**src/rtl/square_seq.sv**
```systemverilog
`default_nettype none
// ============================================================================
// Module      : square_seq
// Description : Sequential fixed-point squarer. Squares an unsigned 8.8
//               operand into an exact unsigned 16.16 result with a
//               shift-add datapath, one multiplier bit per cycle.
//               Integer parts are also given truncated and rounded half up.
//               A start/busy/done handshake controls it.
//
// Ports
//   clk       in   1        system clock, rising edge
//   rst_n     in   1        synchronous reset, active low
//   start     in   1        operation request, honoured only when idle
//   in        in   WIDTH    operand, unsigned 8.8, captured on acceptance
//   busy      out  1        high while the shift-add loop runs
//   done      out  1        one-cycle pulse when square is updated
//   square    out  2*WIDTH  exact product, unsigned 16.16, held until the
//                           next done
//   sq_int    out  WIDTH    square[31:16], truncated integer part
//   sq_round  out  WIDTH    square[31:16] + square[15], rounded half up
//
// Revision    : 1.0 - initial release
// ============================================================================
module square_seq #(
    parameter int WIDTH = 16
) (
    input  logic                 clk,
    input  logic                 rst_n,
    input  logic                 start,
    input  logic [WIDTH-1:0]     in,
    output logic                 busy,
    output logic                 done,
    output logic [2*WIDTH-1:0]   square,
    output logic [WIDTH-1:0]     sq_int,
    output logic [WIDTH-1:0]     sq_round
);

    localparam int                 c_CNT_W = $clog2(WIDTH);
    localparam logic [c_CNT_W-1:0] c_LAST  = c_CNT_W'(WIDTH - 1);

    typedef enum logic [1:0] {
        S_IDLE = 2'd0,
        S_CALC = 2'd1,
        S_DONE = 2'd2
    } state_t;

    state_t               r_state;
    logic [2*WIDTH-1:0]   r_a;       // multiplicand, shifted left each cycle
    logic [WIDTH-1:0]     r_b;       // multiplier, shifted right each cycle
    logic [2*WIDTH-1:0]   r_acc;
    logic [c_CNT_W-1:0]   r_cnt;
    logic [2*WIDTH-1:0]   r_square;
    logic                 r_busy;
    logic                 r_done;

    logic [2*WIDTH-1:0]   w_addend;
    logic [2*WIDTH-1:0]   w_acc_next;

    // Partial product for the current multiplier bit. The accumulator
    // cannot overflow: the largest product is (2^WIDTH-1)^2.
    assign w_addend   = r_b[0] ? r_a : '0;
    assign w_acc_next = r_acc + w_addend;

    always_ff @(posedge clk) begin
        if (!rst_n) begin
            r_state  <= S_IDLE;
            r_a      <= '0;
            r_b      <= '0;
            r_acc    <= '0;
            r_cnt    <= '0;
            r_square <= '0;
            r_busy   <= 1'b0;
            r_done   <= 1'b0;
        end else begin
            case (r_state)
                // The edge that leaves DONE is also the first edge at which
                // a new request may be taken, so a held start yields one
                // result every 17 cycles. Requests seen during CALC never
                // reach this branch and are dropped, not queued.
                S_IDLE, S_DONE: begin
                    r_done <= 1'b0;
                    if (start) begin
                        r_a     <= {{WIDTH{1'b0}}, in};
                        r_b     <= in;
                        r_acc   <= '0;
                        r_cnt   <= '0;
                        r_busy  <= 1'b1;
                        r_state <= S_CALC;
                    end else begin
                        r_state <= S_IDLE;
                    end
                end

                S_CALC: begin
                    r_acc <= w_acc_next;
                    r_a   <= r_a << 1;
                    r_b   <= r_b >> 1;
                    r_cnt <= r_cnt + 1'b1;
                    if (r_cnt == c_LAST) begin
                        // Publish the final sum including this cycle's
                        // partial product; the output register only ever
                        // sees complete results.
                        r_square <= w_acc_next;
                        r_busy   <= 1'b0;
                        r_done   <= 1'b1;
                        r_state  <= S_DONE;
                    end
                end

                default: begin
                    r_busy  <= 1'b0;
                    r_done  <= 1'b0;
                    r_state <= S_IDLE;
                end
            endcase
        end
    end

    assign busy     = r_busy;
    assign done     = r_done;
    assign square   = r_square;
    assign sq_int   = r_square[2*WIDTH-1:WIDTH];
    // Cannot overflow: the top half of a maximal square is 2^WIDTH-2.
    assign sq_round = r_square[2*WIDTH-1:WIDTH]
                    + {{(WIDTH-1){1'b0}}, r_square[WIDTH-1]};

endmodule
`default_nettype wire

```
**config.mk**
```make
export PLATFORM = sky130hd
export DESIGN_NAME = square_seq
export DESIGN_NICKNAME = d
export VERILOG_FILES = /design/src/rtl/square_seq.sv
export SDC_FILE = /design/constraint.sdc
export NUM_CORES = 1
export LEC_CHECK = 0
export BUFFER_PORTS_ARGS = -buffer_cell sky130_fd_sc_hd__buf_4
export CELL_PAD_IN_SITES_DETAIL_PLACEMENT = 1
export CELL_PAD_IN_SITES_GLOBAL_PLACEMENT = 2
export CORE_ASPECT_RATIO = 1.4
export CORE_MARGIN = 5
export CORE_UTILIZATION = 35
export DETAILED_ROUTE_END_ITERATION = 10
export PLACE_DENSITY = 0.87
export SETUP_SLACK_MARGIN = 0.3
export SLEW_MARGIN = 10
export SYNTH_ARGS = -nofsm -noshare
export SYNTH_HDL_FRONTEND = slang
export SYNTH_SLANG_ARGS = --single-unit
```
**constraint.sdc**
```tcl
create_clock -name clk -period 4.15 [get_ports clk]
set_clock_uncertainty 0.1 [all_clocks]
set_input_delay 1.0375 -clock clk [delete_from_list [all_inputs] [get_ports clk]]
set_output_delay 1.0375 -clock clk [all_outputs]
set_load 0.05 [all_outputs]
```
==> metrics.csv <==
metric,value,unit
outcome,completed,
Yosys cell types,62,
first-pass GRT wire length,30.98,mm
Post-Synthesis Cells,790,
Slew HR,0.5020,
worst r2r path cells,11,
Slew @ Worst Pin,0.7453,ns
share of layout cells above drive strength 1,0.1708,
starting density of the core,0.3515,
fin nets,896,
core area,18460,sq um
htree depth,4,
Buffers on Ports,84,
count of final setup violators,0,
Synth Flop Type,dfxtp_1,
GPL Wtd Cong,0.8595,
Layout Area Growth over Synthesis,19.44,%
yosys warns,0,
Worst-path clk slew,0.06,ns
CTS buffer count,17,
DRT iter0 DRCs,229,
Max Cap Viol,0,
clk buf depth,2,
"EDFF count, synth",0,
compound-cell area share of the yosys netlist,0.2496,
post-synthesis sequential area ratio,0.3703,
Die Wd,125.1,um
crit share post-route,0.8189,
peak supply drop,0.0002472,V
min Tclk post-route,3.399,ns
CP Launch Type,flip-flop,
clk sinks,120,
Slew Limit Fails,0,
Final Hold Vio Count,0,
Seq cells post-synth,120,
Final ANT Viol Nets,0,
vias in the first global route,6089,
static leakage,3.130,nW
All-Layer GR Usage,0.1788,
initial antenna violation count,0,
Hold Path Cell Cnt,2,
syn_area_per_cell,8.212,sq um
post-DP HPWL,13.59,mm
RSZ-0062 raised after global routing,no,
synth top area cells,"dfxtp_1, nand2_1, a21oi_1",
main combinational cell family by area after synthesis,compound AO/OA/AOI/OAI gates,
CTS tree,yes,
via/cell ratio,5.383,
number of diodes,0,
largest net degree at the start of global routing,63,
mapped cell area,6487,sq um
Synth Area in Simple Gates,0.1944,
Setup WS post-layout,0.7515,ns
via count,5916,
WP data arrival,3.57,ns
CP Max Fanout,33,
"area leader, netlist",dfxtp_1,
Synthesized Nets,844,
asr flop ratio synth,0,
Synth Area in Adders,0.06866,
Max Freq,0.2942,GHz
WL/cell,17.30,um
XOR/XNOR Fraction of Synth Area,0.05805,
hold slack,0.3541,ns
Skew-Pair Late Insertion Delay,0.43,ns
classification of the worst setup path,flip-flop to flip-flop,
DP Area,7173,sq um
CP endpoint kind,flip-flop,
Hold Crit Class,flip-flop to flip-flop,
pre-CTS setup slack,0.4234,ns
DRC viols,0,
IO Count,85,
Worst Path Required,4.32,ns
fill count,2257,
fin area,7749,sq um
die height,171.1,um
setup_tns,0,ns
row count,59,
global route overflow,0,
CTS Root Cell,clkbuf_16,
First-pass DRT Iterations,4,
Synth top area share,0.3703,
mux share of post-synthesis cell area,0,
DIE AREA,21400,sq um
PwrDens,362.9,nW/um^2
CTS Hold Bufs,0,
drt total wl,19.01,mm
final core occ,0.4199,
[registers in the layout (all words and copies together) (netlist names)]
signal   count
r_b         16
r_acc       32
done         1
square      32
r_a         32
r_cnt        4
r_state      2
busy         1
[worst paths after layout]
check	from	endpoint	slack, ns
setup reg to reg	r_b[0]$_SDFFE_PN0P_	square[28]$_SDFFE_PN0P_	0.75
hold / removal	r_b[4]$_SDFFE_PN0P_	r_b[4]$_SDFFE_PN0P_	0.35
setup / recovery	r_b[0]$_SDFFE_PN0P_	square[28]$_SDFFE_PN0P_	0.75
hold reg to reg	r_b[4]$_SDFFE_PN0P_	r_b[4]$_SDFFE_PN0P_	0.35
[layout make-up]
type / count / area, sq um / area share
sequential: 120 / 2404 / 0.3102
tap: 244 / 305.3 / 0.03940
timing repair buffer: 95 / 713.2 / 0.09204
inverter: 8 / 30.03 / 0.003875
clock buffer: 21 / 450.4 / 0.05813
multi-input combinational: 600 / 3722 / 0.4804
clock inverter: 11 / 123.9 / 0.01599
[stage by stage]
stage / cells / power (mW)
6_report: 1099 / 2.812
5_1_grt: 1099 / 2.914
4_1_cts: 1099 / 2.843
3_5_place_dp: 1067 / 1.388
3_3_place_gp: 1067 / 1.386
2_1_floorplan: 790 / 1.324
[synth_stat cells, types with 2 or more instances]
master     count
nor2_1        43
nor3_1        10
dfxtp_1      120
clkbuf_1      38
nand2_1      121
o211ai_1       4
clkbuf_8       3
a31oi_1        3
and4_1         2
a41oi_1        2
and3_2         3
o2111ai_1      2
o21a_1         4
nand3_1       27
buf_1          2
o21ai_0       45
a211oi_1       5
nand2b_1       4
and2_1        34
buf_4         16
ha_1          34
o31ai_1        5
a21o_2         2
and3_1         7
a22o_1        23
nor2b_1        4
a21o_1         8
a22oi_1       40
nand4_1        9
inv_1          7
xnor2_1       25
a21oi_1       87
o21bai_1       4
or2_2          2
xor2_1        18
[logic make-up (layout without fill, tap and decap cells)]
kind of cell               count (synthesis)  count (layout)
AOI/OAI and AO/OA                        250             250
DFF                                      120             120
adders and majority gates                 35              35
buffers and inverters                     70             135
and+or+nand+nor                          272             272
xor gates and xnor gates                  43              43
[where the power goes]
group	total [mW]	internal [mW]	switching, mW
registers	1.20	1.18	0.0228
clock network	1.45	0.898	0.553
logic	0.159	0.0528	0.106
[worst max-delay path, cell delays in order (launching register included)]
cell,delay (ns)
dfxtp_2,0.50
and2_1,0.26
ha_1,0.21
fa_1,0.41
a21o_2,0.22
a221o_2,0.39
nand2_2,0.10
o311ai_1,0.09
a311o_1,0.39
a311oi_2,0.30
xor2_1,0.20
a211oi_1,0.09
[metal layers]
| metal | track usage | wire [um] | part of all wire |
|---|---|---|---|
| met1 | 0.2044 | 8375 | 0.44 |
| met2 | 0.3271 | 9463 | 0.50 |
| met3 | 0.03966 | 766 | 0.040 |
| met4 | 0.06462 | 408 | 0.021 |
| met5 | 0 | 0 | 0 |
[cells in the final DEF, fill, tap and decap left out, types with 8 or more instances in the layout]
cell	netlist	final
a21oi_1	87	87
ha_1	34	34
a22oi_1	40	40
a21o_1	8	8
nor2_1	43	41
and2_1	34	34
xnor2_1	25	25
dfxtp_1	120	119
a22o_1	23	23
nand3_1	27	27
nor3_1	10	9
clkbuf_16	0	17
o21ai_0	45	45
buf_4	16	95
xor2_1	18	18
nand2_1	121	121
nand4_1	9	9
[repair_timing]
item	4_1_cts	5_1_grt
endpoints found under the setup margin	0	9
resized for setup	0	1
buffers inserted	0	0
(Power assumes the default switching activity.)
